### src/rtl/cpu_pkg.sv
// Shared definitions for the multicycle controller: opcodes, ALU operation
// codes and the controller state encoding.
package cpu_pkg;

  localparam logic [3:0] OP_ADD    = 4'h0;
  localparam logic [3:0] OP_SUB    = 4'h1;
  localparam logic [3:0] OP_XOR    = 4'h2;
  localparam logic [3:0] OP_RED    = 4'h3;
  localparam logic [3:0] OP_SLL    = 4'h4;
  localparam logic [3:0] OP_SRA    = 4'h5;
  localparam logic [3:0] OP_ROR    = 4'h6;
  localparam logic [3:0] OP_PADDSB = 4'h7;
  localparam logic [3:0] OP_LW     = 4'h8;
  localparam logic [3:0] OP_SW     = 4'h9;
  localparam logic [3:0] OP_LHB    = 4'hA;
  localparam logic [3:0] OP_LLB    = 4'hB;
  localparam logic [3:0] OP_B      = 4'hC;
  localparam logic [3:0] OP_BR     = 4'hD;
  localparam logic [3:0] OP_PCS    = 4'hE;
  localparam logic [3:0] OP_HLT    = 4'hF;

  localparam logic [2:0] ALU_ADD    = 3'd0;
  localparam logic [2:0] ALU_SUB    = 3'd1;
  localparam logic [2:0] ALU_XOR    = 3'd2;
  localparam logic [2:0] ALU_RED    = 3'd3;
  localparam logic [2:0] ALU_SLL    = 3'd4;
  localparam logic [2:0] ALU_SRA    = 3'd5;
  localparam logic [2:0] ALU_ROR    = 3'd6;
  localparam logic [2:0] ALU_PADDSB = 3'd7;

  typedef enum logic [2:0] {
    ST_FETCH  = 3'd0,
    ST_DECODE = 3'd1,
    ST_EXEC   = 3'd2,
    ST_MEM    = 3'd3,
    ST_WB     = 3'd4,
    ST_HALT   = 3'd5,
    ST_ERR    = 3'd6
  } state_t;

endpackage

### src/rtl/instr_decode.sv
// Combinational opcode-to-attribute decode used by the controller FSM.
module instr_decode
  import cpu_pkg::*;
(
  input  logic [3:0] opcode_i,
  output logic [2:0] alu_op_o,
  output logic       alu_src_o,
  output logic       is_mem_o,
  output logic       is_load_o,
  output logic       is_branch_o,
  output logic       writes_reg_o
);

  always_comb begin
    alu_op_o     = ALU_ADD;
    alu_src_o    = 1'b0;
    is_mem_o     = 1'b0;
    is_load_o    = 1'b0;
    is_branch_o  = 1'b0;
    writes_reg_o = 1'b1;
    case (opcode_i)
      OP_ADD:    alu_op_o = ALU_ADD;
      OP_SUB:    alu_op_o = ALU_SUB;
      OP_XOR:    alu_op_o = ALU_XOR;
      OP_RED:    alu_op_o = ALU_RED;
      OP_SLL:    begin alu_op_o = ALU_SLL; alu_src_o = 1'b1; end
      OP_SRA:    begin alu_op_o = ALU_SRA; alu_src_o = 1'b1; end
      OP_ROR:    begin alu_op_o = ALU_ROR; alu_src_o = 1'b1; end
      OP_PADDSB: alu_op_o = ALU_PADDSB;
      OP_LW:     begin alu_src_o = 1'b1; is_mem_o = 1'b1; is_load_o = 1'b1; end
      OP_SW:     begin alu_src_o = 1'b1; is_mem_o = 1'b1; writes_reg_o = 1'b0; end
      OP_LHB,
      OP_LLB:    alu_src_o = 1'b1;
      OP_B:      begin is_branch_o = 1'b1; writes_reg_o = 1'b0; end
      OP_BR:     begin is_branch_o = 1'b1; alu_src_o = 1'b1; writes_reg_o = 1'b0; end
      OP_HLT:    writes_reg_o = 1'b0;
      default:   ;
    endcase
  end

endmodule

### src/rtl/multicycle_ctrl.sv
// Multicycle CPU control FSM: fetch/decode/execute/memory/writeback sequencing
// with a memory-wait watchdog and terminal HALT/ERR states.
module multicycle_ctrl
  import cpu_pkg::*;
#(
  parameter int unsigned MEM_WAIT_MAX = 15
) (
  input  logic       clk,
  input  logic       rst_n,
  input  logic [3:0] opcode,
  input  logic       cond_true,
  input  logic       mem_ready,
  output logic       pc_write,
  output logic       ir_write,
  output logic       mem_read,
  output logic       mem_write,
  output logic       mem_to_reg,
  output logic       alu_src,
  output logic       reg_write,
  output logic [2:0] alu_op,
  output logic       halted,
  output logic       mem_err
);

  localparam logic [7:0] WAIT_LAST = 8'(MEM_WAIT_MAX - 1);

  state_t     state_q;
  logic [7:0] wait_q;
  logic       active_q;
  logic       mem_err_q;

  logic [2:0] dec_alu_op;
  logic       dec_alu_src, dec_is_mem, dec_is_load, dec_is_branch, dec_writes_reg;
  state_t     mem_done_state;

  instr_decode u_dec (
    .opcode_i     (opcode),
    .alu_op_o     (dec_alu_op),
    .alu_src_o    (dec_alu_src),
    .is_mem_o     (dec_is_mem),
    .is_load_o    (dec_is_load),
    .is_branch_o  (dec_is_branch),
    .writes_reg_o (dec_writes_reg)
  );

  always_comb begin
    mem_done_state = ST_FETCH;
    if (state_q == ST_FETCH)  mem_done_state = ST_DECODE;
    else if (dec_is_load)     mem_done_state = ST_WB;
  end

  // active_q holds the FSM idle for the cycle in which reset is released,
  // so the first fetch request appears right after the first rising edge.
  always_ff @(posedge clk or negedge rst_n) begin
    if (!rst_n) begin
      state_q   <= ST_FETCH;
      wait_q    <= '0;
      active_q  <= 1'b0;
      mem_err_q <= 1'b0;
    end else begin
      active_q <= 1'b1;
      if (active_q) begin
        case (state_q)
          ST_FETCH, ST_MEM: begin
            if (mem_ready) begin
              state_q <= mem_done_state;
              wait_q  <= '0;
            end else if (wait_q == WAIT_LAST) begin
              state_q   <= ST_ERR;
              wait_q    <= '0;
              mem_err_q <= 1'b1;
            end else begin
              wait_q <= wait_q + 8'd1;
            end
          end
          ST_DECODE: state_q <= (opcode == OP_HLT) ? ST_HALT : ST_EXEC;
          ST_EXEC: begin
            if (dec_is_branch)   state_q <= ST_FETCH;
            else if (dec_is_mem) state_q <= ST_MEM;
            else                 state_q <= ST_WB;
          end
          ST_WB:   state_q <= ST_FETCH;
          default: ;
        endcase
      end
    end
  end

  always_comb begin
    pc_write   = 1'b0;
    ir_write   = 1'b0;
    mem_read   = 1'b0;
    mem_write  = 1'b0;
    mem_to_reg = 1'b0;
    alu_src    = 1'b0;
    reg_write  = 1'b0;
    alu_op     = ALU_ADD;
    if (active_q) begin
      if (state_q inside {ST_EXEC, ST_MEM, ST_WB}) begin
        alu_op  = dec_alu_op;
        alu_src = dec_alu_src;
      end
      case (state_q)
        ST_FETCH: begin
          mem_read = 1'b1;
          ir_write = mem_ready;
          pc_write = mem_ready;
        end
        ST_EXEC: pc_write = dec_is_branch & cond_true;
        ST_MEM: begin
          mem_read  = dec_is_load;
          mem_write = dec_is_mem & ~dec_is_load;
        end
        ST_WB: begin
          reg_write  = dec_writes_reg;
          mem_to_reg = dec_is_load;
        end
        default: ;
      endcase
    end
    halted  = (state_q == ST_HALT);
    mem_err = mem_err_q;
  end

endmodule

### config.mk
export PLATFORM = sky130hd
export DESIGN_NAME = multicycle_ctrl
export DESIGN_NICKNAME = d
export VERILOG_FILES = /design/src/rtl/cpu_pkg.sv /design/src/rtl/instr_decode.sv /design/src/rtl/multicycle_ctrl.sv
export SDC_FILE = /design/constraint.sdc
export NUM_CORES = 1
export LEC_CHECK = 0
export BUFFER_PORTS_ARGS = -buffer_cell sky130_fd_sc_hd__clkbuf_2
export CELL_PAD_IN_SITES_DETAIL_PLACEMENT = 0
export CELL_PAD_IN_SITES_GLOBAL_PLACEMENT = 2
export CORE_MARGIN = 8
export CORE_UTILIZATION = 28
export DETAILED_ROUTE_END_ITERATION = 8
export PLACE_DENSITY = 0.82
export SLEW_MARGIN = 10
export SYNTH_ARGS = -nofsm -noshare
export SYNTH_HDL_FRONTEND = slang
export SYNTH_SLANG_ARGS = --single-unit
### constraint.sdc
create_clock -name clk -period 1.9 [get_ports clk]
set_input_delay 0.38 -clock clk [delete_from_list [all_inputs] [get_ports clk]]
set_output_delay 0.38 -clock clk [all_outputs]
set_load 0.01 [all_outputs]
## Yosys cells after proc, flatten, opt, wreduce, memory -nomap -nowiden

Index checks and enable logic that the tools add are counted.

- $add $sub $neg: 1
- Bitwise gates (word level): 4
- Mux-type cells: 32
- Reductions and logical operators: 11
- Equality and inequality tests: 21

Operator list:

| operator | number |
|---|---|
| equality test 4 bit, second input constant | 7 |
| 2-to-1 mux 3 bit | 9 |
| case mux 3 bit (7 select lines) | 1 |
| 2-to-1 mux 1 bit | 17 |
| equality test 4 x 3 -> 1 bit, second input constant | 4 |
| 2-to-1 mux 8 bit | 2 |
| case mux 3 bit (4 select lines) | 1 |
| adder 8 x 1 -> 8 bit, second input constant | 1 |
| equality test 4 x 2 -> 1 bit, second input constant | 2 |
| equality test 8 x 4 -> 1 bit, second input constant | 1 |
| OR reduction 8 bit | 1 |
| equality test 3 x 2 -> 1 bit, second input constant | 2 |
| equality test 3 bit, second input constant | 2 |
| OR reduction 2 bit | 3 |
| equality test 4 x 1 -> 1 bit, second input constant | 1 |
| case mux 1 bit (2 select lines) | 2 |
| AND reduction 4 bit | 1 |
| nonzero test 4 bit | 1 |
| OR reduction 4 bit | 1 |
| equality test 3 x 1 -> 1 bit, second input constant | 1 |
| zero test 3 bit | 1 |
| != test 3 bit, second input constant | 1 |
| AND reduction 3 bit | 1 |
| nonzero test 3 bit | 1 |
| 3 further kinds | 5 |

- Register bits after elaboration: 13
- Word-level logic and storage cells: 73
- Output and inout bits: 12
- Input port bits: 8

## Logic depth before layout (Yosys ltp)

Gate-level depths: netlist (run 1).

- Depth in word-level cells: 6
- Mapped depth: 7
- Mapped depth without buffers: 6

## By module

From an unflattened synthesis (run 1), not the netlist that was laid out.

- Cells, all modules: 131
- Area, all modules: 1104.8 sq um

Modules (own cells, without submodules):

| module | cells an instance | times used | area an instance (sq um) | sequential area each (sq um) |
|---|---|---|---|---|
| multicycle_ctrl | 120 | 1 | 1014.7 | 325.3 |
| instr_decode | 11 | 1 | 90.1 | 0.0 |

## Least setup slack after synthesis (run 1)

Ideal clock, no wire load.

- Path kind: register to register
- From: register wait_q[0]
- To: register state_q[0]
- Slack: 1 ps
- Required time: 1774 ps
- Arrival time: 1773 ps
- Cell stages (with the launch flop): 7
- Setup time: 126 ps
- Period minus slack after synthesis: 1899 ps
- Path buffers: 0
- Cell sequence: dfrtp_1 -> inv_1 -> ha_1 -> or4b_1 -> o31a_1 -> o22a_1 -> o32a_1

- Longest elaborated chain between the ends: 3

RTL lines:

| element | RTL line | text |
|---|---|---|
| from (decl) | multicycle_ctrl.sv:28 | `logic [7:0] wait_q;` |
| from (signal assigned) | multicycle_ctrl.sv:73 | `wait_q <= wait_q + 8'd1;` |
| equality test 8 x 4 -> 1 bit | multicycle_ctrl.sv:68 | `end else if (wait_q == WAIT_LAST) begin` |
| != test 3 bit (no source line) | - |  |
| AND reduction 3 bit (no source line) | - |  |
| to (signal assigned) | multicycle_ctrl.sv:66 | `state_q <= mem_done_state;` |
| to (signal assigned) | multicycle_ctrl.sv:76 | `ST_DECODE: state_q <= (opcode == OP_HLT) ? ST_HALT : ST_EXEC;` |
| to (decl) | multicycle_ctrl.sv:27 | `state_t state_q;` |

Every way passes these cells.
A chain may end at the register's enable or synchronous reset.

## Worst setup path in the final report (run 1)

Ends and elaborated chain as after synthesis.

==> out/metrics.yaml, run 1 <==
worstSetupStartpointType: "register"
critical-path-max-stage-delay_ns: 0.45
fin_crit_ns: 1.97
async_flop_share_pct: 100
drc: 0
rsz0062_at_grt: "yes"
leakage_nw: 0.645
max_freq_ghz: 0.507
grt_overflow: 0
critPathMaxFanout: 4
die_w_um: 76.1
final_common_cell: "buf_4"
start_util_pct: 28.4
timing.hold.ws_ns: 0.469
finalCritPeriodShare_pct: 104
antenna_found_initial: 0
layout-drive-gt1-share_pct: 40.2
rows: 22
drtAntennaViolNets: 0
final_area_sq_um: 1430
cp_top_family: "compound AO/OA/AOI/OAI gates"
crit_arrival_ns: 2.14
cts.htree.levels: 1
finalHoldViolCount: 0
ios: 20
cap_violations: 0
cts_tree: "yes"
ys.flop_type: "dfrtp_1"
critPathKind: "register to register"
syn-num-nets: 136
core_area_sq_um: 3550
violations: "setup timing"
diodes: 0
synth-seq-cells: 13
avgSynthCellArea_sq_um: 8.01
clockBufferDepth: 2
dieArea_sq_um: 5780
hp-class: "input port to register"
grt_pass1_vias: 1037
vias: 1125
ys_seq_area_share_pct: 32.2
grt_max_degree: 14
vias_per_cell: 5.18
netlist_instances: 126
grtUsageTotal_pct: 9.92
yosysWarnings: 0
nNetsFinal: 180
crit_required_ns: 2.07
dpl.hpwl_um: 2070
port_buffers: 19
drtIter0Drc: 44
cts-root-buf: "clkbuf_4"
power_density_nw_per_um2: 1070
fin_util_pct: 40.2
areaGrowthSynthToFinish_pct: 41.5
setup_viol: 3
clock_skew_ns: 0.00611
pre_cts_ws_ns: -0.0330
drv_slew: 0
syn_area_sq_um: 1010
vdd_ir_drop_max_v: 0.000455
endpoint_kind: "register"
clk_pin_slew_ns: 0.09
slowest_stage: "or4b_4"
clkSinkCount: 13
path_cells: "inv_2 > ha_1 > or4b_4 > o31a_1 > o22a_1 > o32a_1"
place_congestion: 0.784
crit_buf_inv: 1
die_h_um: 76.1
drt_first_pass_iters: 4
cts_inserted_buffers: 3
synthDistinctLibCells: 45
clk_latency_ns: 0.28
wl_per_cell_um: 14.1
layout_setup_ws_ns: -0.0728
drt_wl_total_um: 3070
outcome: "complete, but fails checks"
final_cell_mix: "buf_4, clkbuf_2, dfrtp_1, nand2_1, nand3_1"
place_area_sq_um: 1250
grt_pass1_wl_um: 5010
synth_edf_count: 0
==> layout make-up <==
cell class | count | area, sq um
Clock buffer | 4 | 26.3
Fill cell | 376 | 2120
Inverter | 7 | 26.3
Multi-Input combinational cell | 100 | 689
Sequential cell | 13 | 329
Tap cell | 48 | 60.1
Timing Repair Buffer | 45 | 298
==> synth_stat cells (all sizes together), types with 2 or more instances <==
master	count	area, sq um
nor2b	5	31.3
inv	7	26.3
clkbuf	5	18.8
ha	2	25.0
a31oi	6	37.5
dfrtp	13	325
and3	2	12.5
nor2	9	33.8
or4b	2	20.0
o31ai	2	15.0
o21a	2	15.0
nor3b	4	30.0
nand3	8	40.0
and2	5	31.3
nor3	4	20.0
a21oi	7	35.0
o21ai	5	25.0
nand2	8	30.0
nand2b	2	12.5
a21boi	2	15.0
mux2i	3	30.0
==> repair_timing <==
action                                  4_1_cts  5_1_grt
endpoints found under the setup margin        9       18
hold buffers                                  1        0
buffers inserted                              0       11
endpoints found under the hold margin        13        0
pin swaps                                     0        8
gates resized for setup                       4       25
==> logic make-up (layout without fill, tap and decap cells) <==
family | after synthesis | in the layout | share of synthesized area [%]
compound gates | 36 | 36 | 24.5
fa+ha+maj | 2 | 2 | 2.48
flops | 13 | 13 | 32.2
simple gates | 57 | 57 | 31.6
buf+inv | 13 | 56 | 4.96
mux | 3 | 3 | 2.97
xor+xnor | 1 | 1 | 0.868
other cells | 1 | 1 | 0.371
==> stage by stage <==
step / setup TNS [ns] / power, mW / std cells
floorplan: 0 / 0.878 / 126
global placement: -0.00706 / 1.10 / 201
detailed placement: -0.0457 / 1.11 / 201
CTS: -0.103 / 1.30 / 206
global route: -0.595 / 1.67 / 217
finish: -0.108 / 1.53 / 217
==> state kept, by name, indices dropped and copies added, names as in the netlist <==
register,cells
state_q,3
active_q,1
mem_err,1
wait_q,8
==> path summary, 6_finish.rpt <==
kind | startpoint | endpoint | slack [ns] | cells after the start
min in group asynchronous | rst_n | active_q | 0.54 | 2
max reg2reg | wait_q[0] | state_q[0] | -0.07 | 6
min reg2reg | mem_err | mem_err | 0.49 | 2
min | mem_ready | mem_err | 0.47 | 2
max in group asynchronous | rst_n | state_q[1] | 1.08 | 2
max | wait_q[0] | state_q[0] | -0.07 | 6
==> power breakdown <==
group / leakage, nW / total, mW / internal (mW) / switching (mW)
sequential: 0.159 / 0.460 / 0.349 / 0.111
combinational: 0.471 / 0.895 / 0.464 / 0.432
clock: 0.0150 / 0.178 / 0.0814 / 0.0968
==> metal layers <==
metal  up-vias  share of wire [%]  GRT usage [%]
met4         0                1.2           3.85
li1        549                  -              -
met3         6                4.0           2.12
met5         -                  0              0
met2        30                 48           14.6
met1       540                 47           13.7
Note: power is estimated with default switching activity, not from simulation.
==> run 2, diff against run 1 <==
ABC_AREA = 1   (was not set)
CORE_UTILIZATION = 26   (was 28)
PLACE_DENSITY = 0.83   (was 0.82)
==> out/metrics.yaml, run 2 <==
outcome: "complete, no violations"
nNetsFinal: 193  # +7.2%
wl_per_cell_um: 11.7  # -18%
drtIter0Drc: 81  # +84%
vdd_ir_drop_max_v: 0.000533  # +17%
layout-drive-gt1-share_pct: 23.1  # -17 points
synthDistinctLibCells: 24  # -47%
power_density_nw_per_um2: 1240  # +16%
cts.htree.levels: 1  # unchanged
place_congestion: 0.804  # +2.6%
async_flop_share_pct: 100  # unchanged
clk_pin_slew_ns: 0.06  # -0.03 ns
dpl.hpwl_um: 2130  # +3.2%
leakage_nw: 0.666  # +3.3%
syn-num-nets: 168  # +24%
start_util_pct: 27.5  # -0.96 points
finalCritPeriodShare_pct: 94.9  # -8.9 points
port_buffers: 19  # unchanged
vias: 1054  # -6.3%
areaGrowthSynthToFinish_pct: 21.8
n_fill_cell: 421  # +12%
critPathMaxFanout: 5  # +1
regMostFlops: "wait_q"
drv_slew: 0  # unchanged
diodes: 0  # unchanged
die_h_um: 78.7  # +3.4%
drc: 0  # unchanged
clockBufferDepth: 2  # unchanged
fin_crit_ns: 1.80  # -0.169 ns
final_cell_mix: "nand2_1, inv_1, nor2_1, clkbuf_2, nand3_1"
synthTopCellsByCount: "nand2_1, inv_1, nor2_1"
antenna_found_initial: 0  # unchanged
clkSinkCount: 13  # unchanged
core_area_sq_um: 3720  # +4.7%
holdBufCountCts: 0  # -1
die_w_um: 78.7  # +3.4%
grt_max_degree: 17  # +3
endpoint_kind: "output port"
final_common_cell: "nand2_1"
dp.cells: 225  # +12%
grt_pass1_wl_um: 4580  # -8.5%
cap_violations: 0  # unchanged
cts_inserted_buffers: 3  # unchanged
top_regs: "wait_q x8, state_q x3"
yosysWarnings: 0  # unchanged
drtAntennaViolNets: 0  # unchanged
vias_per_cell: 4.58  # -12%
dieArea_sq_um: 6190  # +7.0%
ys.flop_type: "dfrtp_1"
synth-seq-cells: 13  # unchanged
synth_top_area_share_pct: 31.9  # -0.36 points
rows: 22  # unchanged
crit_arrival_ns: 1.42  # -0.72 ns
hp-class: "input port to async pin"
critPathKind: "register to output port"
synthTopCellsByArea: "dfrtp_1, nand2_1, inv_1"
drt_first_pass_iters: 4  # unchanged
grt_overflow: 0  # unchanged
crit_required_ns: 1.52  # -0.55 ns
largest_register_ffs: 8  # unchanged
grt_pass1_vias: 1025  # -1.2%
grtUsageTotal_pct: 9.08  # -0.84 points
cts_tree: "yes"
worstSetupStartpointType: "register"
netlist_instances: 158  # +25%
clock_skew_ns: 0.00161  # -0.00450 ns
final_cells: 230  # +6.0%
rsz0062_at_grt: "no"
cp-startpoint: "state_q[1]"
tns_ns: 0  # +0.108 ns
cts-root-buf: "clkbuf_8"
r2r_start: "wait_q[0]"
setup_viol: 0  # -3
ys_seq_area_share_pct: 31.9  # -0.36 points
clk_latency_ns: 0.25  # -0.03 ns
synth_edf_count: 0  # unchanged
ios: 20  # unchanged
yosysMostFrequentCell: "nand2_1"
drt_wl_total_um: 2680  # -13%
syn_area_sq_um: 1020  # +1.1%
finalHoldViolCount: 0  # unchanged
yosysTopAreaCell: "dfrtp_1"
avgSynthCellArea_sq_um: 6.46  # -19%
max_freq_ghz: 0.554  # +9.4%
[run 2: cell types whose count changed in the layout (fill, tap and decap cells not counted), sizes merged, moves of 4 or more]
cell | before | now
nand3 | 8 | 14
nor2 | 9 | 21
inv | 7 | 23
nor2b | 5 | 0
nor3b | 4 | 0
nand2 | 8 | 52
buf | 27 | 2
nand4 | 1 | 5
a31oi | 6 | 0
and2 | 5 | 0
[run 2: metal layers]
metal / vias to the layer above / global-route usage [%] / routed length (um)
met5: - / 0 / 0
met4: 0 / 2.04 / 14
met3: 3 / 3.19 / 132
met2: 16 / 15.6 / 1330
met1: 483 / 10.6 / 1200
li1: 552 / - / -
[run 2: repair_timing]
| item | in CTS | in global routing |
|---|---|---|
| setup buffers | 0 | 1 |
| resized for setup | 1 | 5 |
| setup endpoints to repair | 2 | 6 |
[run 2: metrics by stage]
stage | utilization, % | worst slack (ns) | cell area (sq um) | hold WS [ns] | total power [mW]
after floorplan | - | 0.326 | 1020 | 0.0844 | 1.08
after global placement | 31.5 | 0.281 | 1170 | 0.304 | 1.25
after detailed placement | 31.5 | 0.270 | 1170 | 0.314 | 1.26
after CTS | 32.8 | 0.0187 | 1220 | 0.0352 | 1.53
after global routing | 33.5 | 0.0117 | 1240 | 0.0648 | 1.69
final | 33.5 | 0.0961 | 1240 | 0.0249 | 1.55
[run 2: logic make-up (layout without fill, tap and decap cells)]
kind of cell    Yosys count  after routing  share of synthesized area (%)
other cells               1              1                          0.367
xor+xnor                  1              1                          0.858
buf+inv                  24             48                           9.56
flops                    13             13                           31.9
compound gates           16             16                           10.4
simple gates            101            101                           44.5
fa+ha+maj                 2              2                           2.45
[run 2: path summary, 6_finish.rpt]
path                       depth (start not counted)  slack (ns)          to
max in group asynchronous                          1        1.59  state_q[0]
hold / removal                                     1        0.02     mem_err
setup / recovery                                   6         0.1   alu_op[2]
min in group clk                                   2        0.38     mem_err
setup reg to reg                                  10        0.48  state_q[2]
hold reg to reg                                    2        0.46     mem_err
[run 2: critical path: stages (launching register included)]
cell and delay, ns:
dfrtp_2 0.43, nor2_4 0.16, nand2_1 0.09, nand2_1 0.09, nand2_2 0.09, nor3_1 0.16
clkbuf_2 0.16
[run 2: power breakdown]
group / leakage (nW) / internal [mW] / switching (mW) / total, mW
Clock: 0.0255 / 0.145 / 0.111 / 0.256
Sequential: 0.163 / 0.378 / 0.138 / 0.516
Combinational: 0.478 / 0.284 / 0.490 / 0.774
Total: 0.666 / 0.807 / 0.738 / 1.55
[run 2: final cells by class]
type	instances	area (sq um)	share of cell area (%)
inverters	23	88.8	7.14
clock inverters	1	5.00	0.402
well taps	48	60.1	4.83
multi-input cells	121	611	49.1
flip-flops and latches	13	328	26.4
repair buffers	21	110	8.85
clock buffers	3	41.3	3.32
==> run 3, diff against run 2 <==
==> constraint.sdc (replaced) <==
create_clock -name clk -period 1.9 [get_ports clk]
set_input_delay 0.095 -clock clk [delete_from_list [all_inputs] [get_ports clk]]
set_output_delay 0.095 -clock clk [all_outputs]
set_load 0.01 [all_outputs]
==> out/metrics.yaml, run 3 (synthesis gave the netlist of run 2 again) <==
n_fill_cell: 422  # +0.24%
layout-drive-gt1-share_pct: 19.3  # -3.7 points
areaGrowthSynthToFinish_pct: 19.6
cp_common_cell: "nand2_2"
cts_tree: "yes"
cts-root-buf: "clkbuf_8"
r2r_slack_ns: 0.49  # about the same
critPathMaxFanout: 17  # +12
finalHoldViolCount: 0  # unchanged
cts_inserted_buffers: 3  # unchanged
clock_skew_ns: 0.000694  # -0.000917 ns
fin_crit_ns: 1.69  # -0.111 ns
hp-class: "input port to register"
final_common_cell: "nand2_1"
drv_slew: 0  # unchanged
vias_per_cell: 4.48  # -2.1%
nNetsFinal: 192  # -0.52%
power_density_nw_per_um2: 1230  # -1.3%
wl_per_cell_um: 11.4  # -2.3%
antenna_found_initial: 0  # unchanged
worstSetupStartpointType: "register"
ff_latch_area_sq_um: 325  # -0.76%
crit_required_ns: 1.80  # +0.28 ns
ios: 20  # unchanged
outcome: "complete, no violations"
slowest_stage: "dfrtp_1"
cap_violations: 0  # unchanged
grt_pass1_wl_um: 4570  # -0.31%
dieArea_sq_um: 6190  # unchanged
timing.hold.ws_ns: 0.0885  # +0.0636 ns
cts.htree.levels: 1  # unchanged
core_area_sq_um: 3720  # unchanged
crit_arrival_ns: 1.60  # +0.18 ns
vdd_ir_drop_max_v: 0.000377  # -29%
rows: 22  # unchanged
dpl.hpwl_um: 2130  # -0.10%
clkSinkCount: 13  # unchanged
start_util_pct: 27.5  # unchanged
multi_input_area_sq_um: 598  # -2.0%
die_h_um: 78.7  # unchanged
drt_first_pass_iters: 4  # unchanged
drtAntennaViolNets: 0  # unchanged
grtUsageTotal_pct: 9.22  # +0.14 points
drtIter0Drc: 47  # -42%
setup_viol: 0  # unchanged
endpoint_kind: "output port"
largest_register_ffs: 8  # unchanged
finalCritPeriodShare_pct: 89.1  # -5.8 points
grt_max_degree: 18  # +1
place_congestion: 0.789  # -2.0%
grt_pass1_vias: 993  # -3.1%
leakage_nw: 0.660  # -0.90%
critPathKind: "register to output port"
vias: 1027  # -2.6%
tns_ns: 0  # unchanged
critical-path-max-stage-delay_ns: 0.48  # +0.05 ns
diodes: 0  # unchanged
path_cells: "nor2_4 > nand2_2 > nand2_2 > nand2_4 > a21oi_1 > clkbuf_2"
clockBufferDepth: 2  # unchanged
die_w_um: 78.7  # unchanged
drt_wl_total_um: 2610  # -2.8%
final_cell_mix: "nand2_1, inv_1, nor2_1, clkbuf_2"
grt_overflow: 0  # unchanged
regMostFlops: "wait_q"
clk_latency_ns: 0.25  # about the same
max_freq_ghz: 0.591  # +6.5%
port_buffers: 19  # unchanged
top_regs: "wait_q x8, state_q x3"
rsz0062_at_grt: "no"
drc: 0  # unchanged
clk_pin_slew_ns: 0.06  # about the same
[run 3: through the flow]
stage	total power [mW]	cell area, sq um	util, %	setup WS [ns]	std cells
after floorplan	1.08	1020	-	0.611	158
after global placement	1.24	1160	31.3	0.482	224
after detailed placement	1.25	1160	31.3	0.464	224
after CTS	1.52	1220	32.9	0.178	229
after global routing	1.66	1220	32.9	0.0796	229
final	1.50	1220	32.9	0.207	229
[run 3: final timing paths]
path                             from        end  depth (start not counted)
hold reg to reg               mem_err    mem_err                          2
hold / removal              mem_ready    mem_err                          2
setup reg to reg           state_q[1]  wait_q[3]                          8
max in group asynchronous       rst_n  wait_q[0]                          2
min in group asynchronous       rst_n  wait_q[4]                          2
setup / recovery           state_q[1]   mem_read                          6
[run 3: what timing repair did]
action,CTS,global route
resized for setup,0,0
setup buffers,0,0
hold endpoints to repair,13,0
hold buffers,1,0
[run 3: area by class of cell]
class / instances / share of cell area [%]
multi-input cells: 121 / 49.0
flip-flops and latches: 13 / 26.6
repair buffers: 20 / 8.61
inverters: 23 / 7.07
well taps: 48 / 4.92
clock buffers: 3 / 3.38
clock inverters: 1 / 0.410
[run 3: worst max-delay path, delay by kind of cell, from the launching register on]
family	cells	cell delay, ns
AOI/OAI and AO/OA	1	0.18
DFF	1	0.48
buffers and inverters	1	0.16
and+or+nand+nor	4	0.53
[run 3: per-layer routing]
| metal | wire [um] | global-route usage [%] | vias to the layer above |
|---|---|---|---|
| met2 | 1250 | 14.8 | 15 |
| met3 | 118 | 3.19 | 2 |
| met1 | 1220 | 11.5 | 460 |
| li1 | - | - | 550 |
| met5 | 0 | 0 | - |
| met4 | 14 | 2.22 | 0 |
[run 3: power by group]
group | switching (mW) | internal, mW
clock | 0.109 | 0.145
sequential | 0.148 | 0.374
combinational | 0.463 | 0.259
total | 0.720 | 0.778
